**src/rtl/tcp_server.sv**
```systemverilog
// tcp_server
//   Passive-open (responder) TCP connection controller on the 224-bit packet
//   bus. It listens on LOCAL_PORT and answers a SYN with SYN+ACK. It
//   completes the three-way handshake and acknowledges in-order data words.
//   It also runs the passive close: ACK, then FIN+ACK, then a wait for the
//   final ACK.
//
//   Packet layout (both directions):
//     [15:0] dest port, [31:16] src port, [63:32] seq, [95:64] ack num,
//     [111:96] window, 112 FIN, 113 SYN, 114 RST, 115 PSH, 116 ACK, 117 URG,
//     [123:118] reserved, [127:124] header len, [143:128] urgent ptr,
//     [159:144] checksum, [191:160] options, [223:192] data
//
//   Ports:
//     clk           clock
//     rst           synchronous active-high reset
//     in_valid      packet_in carries a received segment this cycle
//     packet_in     received segment
//     out_valid     one-cycle pulse, packet_out holds a transmitted segment
//     packet_out    transmitted segment
//     rx_data       payload of the last accepted in-order segment
//     rx_data_valid one-cycle pulse accompanying rx_data
//     conn_open     high while the connection is ESTABLISHED
module tcp_server #(
    parameter logic [15:0] LOCAL_PORT = 16'd80,
    parameter logic [31:0] ISN        = 32'h0000_1000,
    parameter logic [15:0] WINDOW     = 16'd1024,
    parameter logic [15:0] TIMEOUT    = 16'd1000
) (
    input  logic         clk,
    input  logic         rst,
    input  logic         in_valid,
    input  logic [223:0] packet_in,
    output logic         out_valid,
    output logic [223:0] packet_out,
    output logic [31:0]  rx_data,
    output logic         rx_data_valid,
    output logic         conn_open
);

    typedef enum logic [2:0] {
        LISTEN,
        SYN_RCVD,
        ESTABLISHED,
        CLOSE_WAIT,
        LAST_ACK
    } state_t;

    state_t        state, state_n;
    logic [15:0]   remote_port, remote_port_n;
    logic [31:0]   rcv_nxt, rcv_nxt_n;
    logic [31:0]   snd_nxt, snd_nxt_n;
    logic [15:0]   timer, timer_n;
    logic          out_valid_n;
    logic [223:0]  packet_out_n;
    logic [31:0]   rx_data_n;
    logic          rx_data_valid_n;

    // Received segment fields
    logic [15:0] in_dest, in_src;
    logic [31:0] in_seq, in_ack, in_data;
    logic        in_fin, in_syn, in_rst, in_psh, in_ackf;
    logic        unused_bits;

    assign in_dest = packet_in[15:0];
    assign in_src  = packet_in[31:16];
    assign in_seq  = packet_in[63:32];
    assign in_ack  = packet_in[95:64];
    assign in_fin  = packet_in[112];
    assign in_syn  = packet_in[113];
    assign in_rst  = packet_in[114];
    assign in_psh  = packet_in[115];
    assign in_ackf = packet_in[116];
    assign in_data = packet_in[223:192];

    // Window, URG, pointers, checksum and options are not used by the server
    assign unused_bits = ^{packet_in[191:117], packet_in[111:96]};

    logic        match;
    logic        in_order;
    logic        timed_out;
    logic [31:0] rcv_upd;

    // Before a connection exists any remote port is accepted; afterwards
    // only the latched peer may talk to us.
    assign match = in_valid && (in_dest == LOCAL_PORT) &&
                   ((state == LISTEN) || (in_src == remote_port));

    assign in_order  = (in_seq == rcv_nxt);
    assign timed_out = (timer >= (TIMEOUT - 16'd1));
    assign rcv_upd   = rcv_nxt + (in_psh ? 32'd4 : 32'd0) + (in_fin ? 32'd1 : 32'd0);

    function automatic logic [223:0] build_pkt(
        input logic [15:0] dport,
        input logic [31:0] seq,
        input logic [31:0] ack,
        input logic        syn,
        input logic        ackf,
        input logic        fin
    );
        logic [223:0] p;
        p          = '0;
        p[15:0]    = dport;
        p[31:16]   = LOCAL_PORT;
        p[63:32]   = seq;
        p[95:64]   = ack;
        p[111:96]  = WINDOW;
        p[112]     = fin;
        p[113]     = syn;
        p[116]     = ackf;
        p[127:124] = 4'd5;
        return p;
    endfunction

    always_comb begin
        state_n         = state;
        remote_port_n   = remote_port;
        rcv_nxt_n       = rcv_nxt;
        snd_nxt_n       = snd_nxt;
        out_valid_n     = 1'b0;
        packet_out_n    = packet_out;
        rx_data_n       = rx_data;
        rx_data_valid_n = 1'b0;

        case (state)
            LISTEN: begin
                if (match && in_syn && !in_ackf && !in_rst) begin
                    remote_port_n = in_src;
                    rcv_nxt_n     = in_seq + 32'd1;
                    snd_nxt_n     = ISN + 32'd1;
                    out_valid_n   = 1'b1;
                    // The reply goes to the sender's port directly; remote_port
                    // is only written at this same edge.
                    packet_out_n  = build_pkt(in_src, ISN, in_seq + 32'd1,
                                              1'b1, 1'b1, 1'b0);
                    state_n       = SYN_RCVD;
                end
            end

            SYN_RCVD: begin
                if (match && in_rst) begin
                    state_n = LISTEN;
                end else if (match && in_ackf && (in_ack == snd_nxt)) begin
                    state_n = ESTABLISHED;
                end else if (timed_out) begin
                    state_n = LISTEN;
                end
            end

            ESTABLISHED: begin
                if (match && in_rst) begin
                    state_n = LISTEN;
                end else if (match && (in_psh || in_fin)) begin
                    out_valid_n = 1'b1;
                    if (in_order) begin
                        rcv_nxt_n    = rcv_upd;
                        packet_out_n = build_pkt(remote_port, snd_nxt, rcv_upd,
                                                 1'b0, 1'b1, 1'b0);
                        if (in_psh) begin
                            rx_data_n       = in_data;
                            rx_data_valid_n = 1'b1;
                        end
                        if (in_fin) begin
                            state_n = CLOSE_WAIT;
                        end
                    end else begin
                        // Out-of-order: re-advertise what we still expect
                        packet_out_n = build_pkt(remote_port, snd_nxt, rcv_nxt,
                                                 1'b0, 1'b1, 1'b0);
                    end
                end
            end

            CLOSE_WAIT: begin
                out_valid_n  = 1'b1;
                packet_out_n = build_pkt(remote_port, snd_nxt, rcv_nxt,
                                         1'b0, 1'b1, 1'b1);
                snd_nxt_n    = snd_nxt + 32'd1;
                state_n      = LAST_ACK;
            end

            LAST_ACK: begin
                if (match && in_rst) begin
                    state_n = LISTEN;
                end else if (match && in_ackf && (in_ack == snd_nxt)) begin
                    state_n = LISTEN;
                end else if (timed_out) begin
                    state_n = LISTEN;
                end
            end

            default: state_n = LISTEN;
        endcase

        // Timer restarts on every state change and saturates otherwise
        if (state_n != state) begin
            timer_n = '0;
        end else if (timer == '1) begin
            timer_n = timer;
        end else begin
            timer_n = timer + 16'd1;
        end
    end

    always_ff @(posedge clk) begin
        if (rst) begin
            state         <= LISTEN;
            remote_port   <= '0;
            rcv_nxt       <= '0;
            snd_nxt       <= '0;
            timer         <= '0;
            out_valid     <= 1'b0;
            packet_out    <= '0;
            rx_data       <= '0;
            rx_data_valid <= 1'b0;
            conn_open     <= 1'b0;
        end else begin
            state         <= state_n;
            remote_port   <= remote_port_n;
            rcv_nxt       <= rcv_nxt_n;
            snd_nxt       <= snd_nxt_n;
            timer         <= timer_n;
            out_valid     <= out_valid_n;
            packet_out    <= packet_out_n;
            rx_data       <= rx_data_n;
            rx_data_valid <= rx_data_valid_n;
            conn_open     <= (state_n == ESTABLISHED);
        end
    end

endmodule

```
**config.mk**
```make
export PLATFORM = sky130hd
export DESIGN_NAME = tcp_server
export DESIGN_NICKNAME = d
export VERILOG_FILES = /design/src/rtl/tcp_server.sv
export SDC_FILE = /design/constraint.sdc
export NUM_CORES = 1
export LEC_CHECK = 0
export BUFFER_PORTS_ARGS = -buffer_cell sky130_fd_sc_hd__buf_2
export CORE_AREA = 4 4 185 187
export CTS_BUF_LIST = sky130_fd_sc_hd__clkbuf_2 sky130_fd_sc_hd__clkbuf_4 sky130_fd_sc_hd__clkbuf_8
export CTS_CLUSTER_SIZE = 14
export DETAILED_ROUTE_END_ITERATION = 10
export DIE_AREA = 0 0 189 191
export HOLD_SLACK_MARGIN = 0.06
export PLACE_DENSITY = 0.67
export SYNTH_ARGS = -nofsm -noshare
export SYNTH_HDL_FRONTEND = slang
export SYNTH_SLANG_ARGS = --single-unit
```
**constraint.sdc**
```tcl
create_clock -name clk -period 6.4 [get_ports clk]
set_clock_uncertainty 0.2 [all_clocks]
set_input_delay 0.32 -clock clk [delete_from_list [all_inputs] [get_ports clk]]
set_output_delay 0.32 -clock clk [all_outputs]
set_load 0.005 [all_outputs]
```
== Word-level counts from Yosys, hierarchy flattened ==
Index checks and enable logic that the tools add are counted.

* Register bits: 358
* Logic and storage cells: 89
* Input port bits: 227
* Output and inout port bits: 259

* Mux-type cells: 30
* Reductions and logical operators: 24
* Equality and inequality tests: 15
* Order comparisons: 1
* Add/subtract/negate cells: 5
* Bitwise operators: 4

{| class="wikitable"
|+ Operators by type and width
! operator !! number
|-
| 224-bit two-way mux || 3
|-
| 224-bit one-hot mux with 3 select lines || 1
|-
| 32-bit two-way mux || 5
|-
| 32-bit one-hot mux with 2 select lines || 2
|-
| 96-bit two-way mux || 1
|-
| 32-bit by 1-bit adder with 32-bit output, second input constant || 2
|-
| 32-bit equality test || 2
|-
| 3-bit two-way mux || 11
|-
| 32-bit by 1-bit adder with 32-bit output || 1
|-
| 32-bit by 3-bit adder with 32-bit output || 1
|-
| 16-bit by 1-bit adder with 16-bit output, second input constant || 1
|-
| 16-bit equality test || 1
|-
| 16-bit equality test, second input constant || 1
|-
| 16-bit by 7-bit equality test with 1-bit output, second input constant || 1
|-
| 16-bit by 10-bit greater-or-equal comparator with 1-bit output, second input constant || 1
|-
| 3-bit one-hot mux with 5 select lines || 1
|-
| 5-bit AND reduction || 2
|-
| 3-bit by 2-bit equality test with 1-bit output, second input constant || 3
|-
| 1-bit logical AND || 9
|-
| 2-bit inequality test, second input constant || 3
|-
| 1-bit two-way mux || 5
|-
| 5-bit OR reduction || 1
|-
| 1-bit inverter || 4
|-
| 2-bit AND reduction || 2
|-
| 12 further kinds || 15
|}

== Logic depth before layout (Yosys ltp) ==
* Depth in word-level cells: 10
* Mapped depth: 10
* Mapped depth without buffers: 9

== Least setup slack after synthesis ==
Ideal clock, no wire load.

* Path type: input-to-reg
* From: input packet_in[46]
* To: register timer[10]
* Path slack: 3.939 ns
* Path buffers: 2
* Required time: 6.080 ns
* Arrival: 2.141 ns
* Cell stages on the path: 9
* Library setup time: 0.120 ns
* Path through: buf_2 > xor2_1 > nor4_2 > nand4_2 > or3_1 > o21ai_0 > o21a_1 > buf_4 > nor3_1

* Word-level cells in the longest chain between the ends: 7

{| class="wikitable"
|+ RTL lines
! item !! line !! text
|-
| start: declaration || 33 || <nowiki>input logic [223:0] packet_in,</nowiki>
|-
| 32-bit equality test || 89 || <nowiki>assign in_order = (in_seq == rcv_nxt);</nowiki>
|-
| 3-bit two-way mux || 155 || <nowiki>if (in_order) begin</nowiki>
|-
| 3-bit two-way mux || 153 || <nowiki>end else if (match && (in_psh || in_fin)) begin</nowiki>
|-
| 3-bit two-way mux || 151 || <nowiki>if (match && in_rst) begin</nowiki>
|-
| 3-bit one-hot mux with 5 select lines || 125 || <nowiki>case (state)</nowiki>
|-
| 3-bit inequality test || 196 || <nowiki>if (state_n != state) begin</nowiki>
|-
| 2-bit OR reduction (no line) || -- ||
|-
| end signal: assignment || 222 || <nowiki>timer <= timer_n;</nowiki>
|-
| end: declaration || 53 || <nowiki>logic [15:0] timer, timer_n;</nowiki>
|}

Every way passes these cells.
A chain may end at the register's enable or synchronous reset.

== Worst setup path in the final report ==
* From: register state[2]
* To: register rcv_nxt[2]

* Word-level cells in the longest chain between the ends: 8
* Elaborated cells between the ends (all ways): 16
* Those cells by class: eq/ne: 5; mux: 1; reduce/logical: 10

{| class="wikitable"
|+ RTL lines
! item !! line !! text
|-
| start: declaration || 49 || <nowiki>state_t state, state_n;</nowiki>
|-
| start signal: assignment || 218 || <nowiki>state <= state_n;</nowiki>
|-
| 3-bit logical NOT || 87, 125 ||
|-
| 1-bit logical OR || 87 || <nowiki>((state == LISTEN) || (in_src == remote_port));</nowiki>
|-
| 1-bit logical AND || 86 || <nowiki>assign match = in_valid && (in_dest == LOCAL_PORT) &&</nowiki>
|-
| 1-bit logical AND (3 in a row) || 127 || <nowiki>if (match && in_syn && !in_ackf && !in_rst) begin</nowiki>
|-
| 2-bit by 1-bit inequality test with 1-bit output (no line) || -- ||
|-
| 5-bit AND reduction (no line) || -- ||
|-
| end signal: assignment || 220 || <nowiki>rcv_nxt <= rcv_nxt_n;</nowiki>
|-
| end: declaration || 51 || <nowiki>logic [31:0] rcv_nxt, rcv_nxt_n;</nowiki>
|}

Several ways; a longest one is shown, not always the timed one.

==> summary.txt <==
Synthesis
  – Cell accounting for the most synthesized area: sky130_fd_sc_hd__dfxtp_1
  – Yosys warning count: 0
  – Most used flip-flop cell after synthesis: sky130_fd_sc_hd__dfxtp_1
  – Post-Synthesis Cells: about 1600
  – Register bit total from synthesis: around 220
  – Share of flip-flops with an asynchronous set or reset after synthesis: 0%
  – Post-synth design cell area: roughly 13000 sq um
  – Number of unique standard cell types used by synthesis: 77
  – Number of synthesized flops with an enable pin: 0
  – Sequential area share after synthesis: 33.6%
  – Post-Syn Area per Cell: about 8 sq um
  – Area share of the leading cell type in the synthesized netlist: between 30 and 40%
  – Cell types occupying the most area after synthesis: sky130_fd_sc_hd__dfxtp_1 34%, sky130_fd_sc_hd__buf_4 8.4%, sky130_fd_sc_hd__xor2_1 5.8%

Route
  – Antenna-violating nets left: 0
  – Detailed-route DRC error count: 0
  – Number of search-and-repair iterations in the first detailed-routing pass: 5
  – Post-DR vias/cell: between 5 and 6
  – First-iteration detailed-routing DRC count: between 1000 and 1500
  – Average wire per cell in the routed design: between 15 and 20 um
  – Final routed wirelength across all metal layers: approximately 41 mm
  – Vias after detailed routing: about 12000

Worst hold path
  – Hold Path Class: input port to register

Setup path
  – Crit path largest cell delay: about 900 ps
  – Worst Path Max Fanout: between 50 and 60
  – Arrival time at the worst endpoint: between 4000 and 5000 ps
  – Cell with the most instances on the worst path: sky130_fd_sc_hd__buf_4
  – Cell class contributing the biggest share of worst-path delay: buffers and inverters
  – Required time at the worst-slack endpoint: around 6700 ps
  – CP cell instances: and2b_2 -> nand2_1 -> buf_4 -> nor3_2 -> a21boi_2 -> buf_4 -> mux2_2 -> nor2_1
  – CP Launch Type: register
  – Capturing element type of the critical path: register
  – Standard cell with the maximum stage delay on the critical path: sky130_fd_sc_hd__a21boi_2
  – Critical path type: register to register
  – CP Buf/Inv Count: 2

STA
  – Max-slew violation total from the final report: 0
  – RSZ-0062 raised after global routing: no
  – Final setup violation count: 0
  – Setup TNS after final layout: 0 ps
  – Upper clock frequency limit: around 250 MHz
  – Slew of the pin with the lowest slew margin: between 1000 and 1500 ps
  – Final clock period utilization by the worst path: a little over three fifths
  – Max-slew headroom at the worst pin: 23.0%
  – Final Critical Period: ~4000 ps
  – Final Hold Vio Count: 0

Place
  – Weighted congestion at the end of routability-driven global placement: about 0.93
  – HPWL after DPL: 29.1 mm
  – Count of buffers from port buffering: ~260
  – Post-placement cell area: around 14000 sq um

GRT
  – Global route overflow: 0
  – Antenna violations before repair: 0
  – Global-route wire length before repair: between 60 and 70 mm
  – Via count of the first global-routing pass: about 11000
  – Pin count of the biggest net entering global routing: roughly 120
  – Combined global-route utilization of all metal layers: about a fifth

Finish
  – Highest-count cells in the layout ignoring fill and taps: 257 x sky130_fd_sc_hd__buf_2, 217 x sky130_fd_sc_hd__dfxtp_1, 194 x sky130_fd_sc_hd__nor2_1, 144 x sky130_fd_sc_hd__nand2_1, 136 x sky130_fd_sc_hd__conb_1
  – Filler Cells Inserted: between 3000 and 4000
  – Leading cell type in the layout, fill and taps excluded: sky130_fd_sc_hd__buf_2
  – Number of nets in the layout: just over 2000
  – Final cell area excluding filler cells: ~15000 sq um
  – Area growth from synthesis to final layout: 16.7%
  – Ratio of cells with drive above 1 in the final layout: 20.5%

Floorplan
  – Die area: between 30000 and 40000 sq um
  – Row count: 66
  – Die outline width: 189 um
  – Area of the core: around 32000 sq um
  – Initial core utilization: between 30% and 40%
  – Vertical die dimension: about 190 um
  – Num ports: between 400 and 500

Power
  – VDD IR-drop max: roughly 0.12 mV
  – Pwr/cell area: between 150 and 200 nW/um^2
  – Leakage Power: between 6 and 7 nW

Clock tree
  – Source-to-sink clock delay at the later pin of the worst-skew pair: 540 ps
  – Clock sink total: about 220
  – Clock-pin slew on the worst setup and hold paths: 70 ps
  – Library cell used as clock root buffer: sky130_fd_sc_hd__clkbuf_8
  – Total of cells resized after clock tree synthesis: 0
  – Setup fix buffers added after clock tree synthesis: 0
  – Number of buffers added by the clock tree synthesis step: 38
  – CTS H-tree lvls: 2
  – TritonCTS clock tree: done
  – Clock tree buffer depth: 3

Outcome
  – Status: complete, no violations

Job
  – Max capacitance violation total: 0
-- per-layer routing --
layer | share of wire, % | track usage (%) | routed length [um] | up-vias
li1 | - | - | - | 5851
met1 | 42 | 27.8 | 17300 | 5744
met2 | 47 | 34.9 | 19200 | 505
met3 | 8.1 | 4.64 | 3320 | 85
met4 | 3.0 | 6.73 | 1210 | 0
met5 | 0 | 0 | 0 | -
-- cell type report --
type	instances	area [sq um]	area share, %
inverter	16	60.1	0.398
clock inverter	7	43.8	0.290
multi-input combinational	1252	7450	49.4
timing repair buffer	320	1890	12.5
tap	442	553	3.67
clock buffer	60	738	4.89
antenna	1	2.50	0.0166
sequential	217	4340	28.8
-- synthesized netlist by cell type, types with 8 or more instances --
cell type                    n
sky130_fd_sc_hd__mux2_2     10
sky130_fd_sc_hd__nor3_1     47
sky130_fd_sc_hd__mux2i_1    48
sky130_fd_sc_hd__o21ai_0    42
sky130_fd_sc_hd__dfxtp_1   217
sky130_fd_sc_hd__or3_1       8
sky130_fd_sc_hd__and3_1     22
sky130_fd_sc_hd__buf_2      25
sky130_fd_sc_hd__and4_1     15
sky130_fd_sc_hd__a22oi_1    41
sky130_fd_sc_hd__nand4_1    37
sky130_fd_sc_hd__o21bai_1    9
sky130_fd_sc_hd__a311oi_1   21
sky130_fd_sc_hd__xnor2_1    63
sky130_fd_sc_hd__a211oi_1   15
sky130_fd_sc_hd__or2_0       8
sky130_fd_sc_hd__nor4_1     35
sky130_fd_sc_hd__nand2b_1   11
sky130_fd_sc_hd__and2_1     10
sky130_fd_sc_hd__a21oi_1    78
sky130_fd_sc_hd__buf_4     144
sky130_fd_sc_hd__clkbuf_1   67
sky130_fd_sc_hd__xor2_1     86
sky130_fd_sc_hd__o21a_1      8
sky130_fd_sc_hd__nand2_1   144
sky130_fd_sc_hd__nand3_1    56
sky130_fd_sc_hd__nor2_1    194
sky130_fd_sc_hd__inv_1      15
-- tightest hold or removal path, delay by kind of cell --
kind,cells,cell delay (ps)
buf+inv,1,160
mux,1,130
compound gates,1,110
simple gates,1,50
-- final timing paths --
kind | from | endpoint | slack [ps] | cells after the start
max | state[2] | rcv_nxt[2] | 2380 | 8
min | packet_in[32] | rcv_nxt[0] | 100 | 4
max reg2reg | state[2] | rcv_nxt[2] | 2380 | 8
min reg2reg | packet_out[88] | packet_out[88] | 250 | 2
-- repair_timing --
action	CTS	global route
setup endpoints to repair	0	0
hold buffers	50	0
endpoints found under the hold margin	66	0
-- state kept, by name, summed over array words and instances (netlist names) --
| signal | cells |
|---|---|
| timer | 16 |
| remote_port | 16 |
| out_valid | 1 |
| packet_out | 83 |
| rcv_nxt | 32 |
| snd_nxt | 32 |
| state | 3 |
| rx_data | 32 |
| rx_data_valid | 1 |
| conn_open | 1 |
-- report_power, final --
part | internal, mW | total (mW) | switching, mW
sequential | 1.35 | 1.35 | 0.00148
combinational | 0.0860 | 0.216 | 0.130
clock | 0.734 | 1.32 | 0.586
total | 2.17 | 2.89 | 0.717
-- kinds of logic (layout without fill, tap and decap cells) --
group | after synthesis | in the layout | share of synthesized area, %
fa+ha+maj | 6 | 6 | 0.581
other cells | 1 | 137 | 0.0290
buf+inv | 264 | 403 | 12.8
xor+xnor | 149 | 149 | 10.1
compound gates | 273 | 273 | 14.1
simple gates | 630 | 630 | 24.2
mux | 58 | 58 | 4.59
flops | 217 | 217 | 33.6
-- metrics by stage --
step / instances / hold WS [ps] / power (mW) / setup slack (ps) / util, %
floorplan: 1733 / 250 / 1.54 / 3940 / -
global placement: 2197 / 244 / 1.57 / 2540 / 42.5
detailed placement: 2197 / 250 / 1.57 / 2490 / 42.5
CTS: 2314 / 65.2 / 2.91 / 2470 / 46.5
global route: 2314 / 115 / 3.01 / 2120 / 46.5
finish: 2315 / 99.6 / 2.89 / 2380 / 46.5
(Power assumes the default switching activity.)
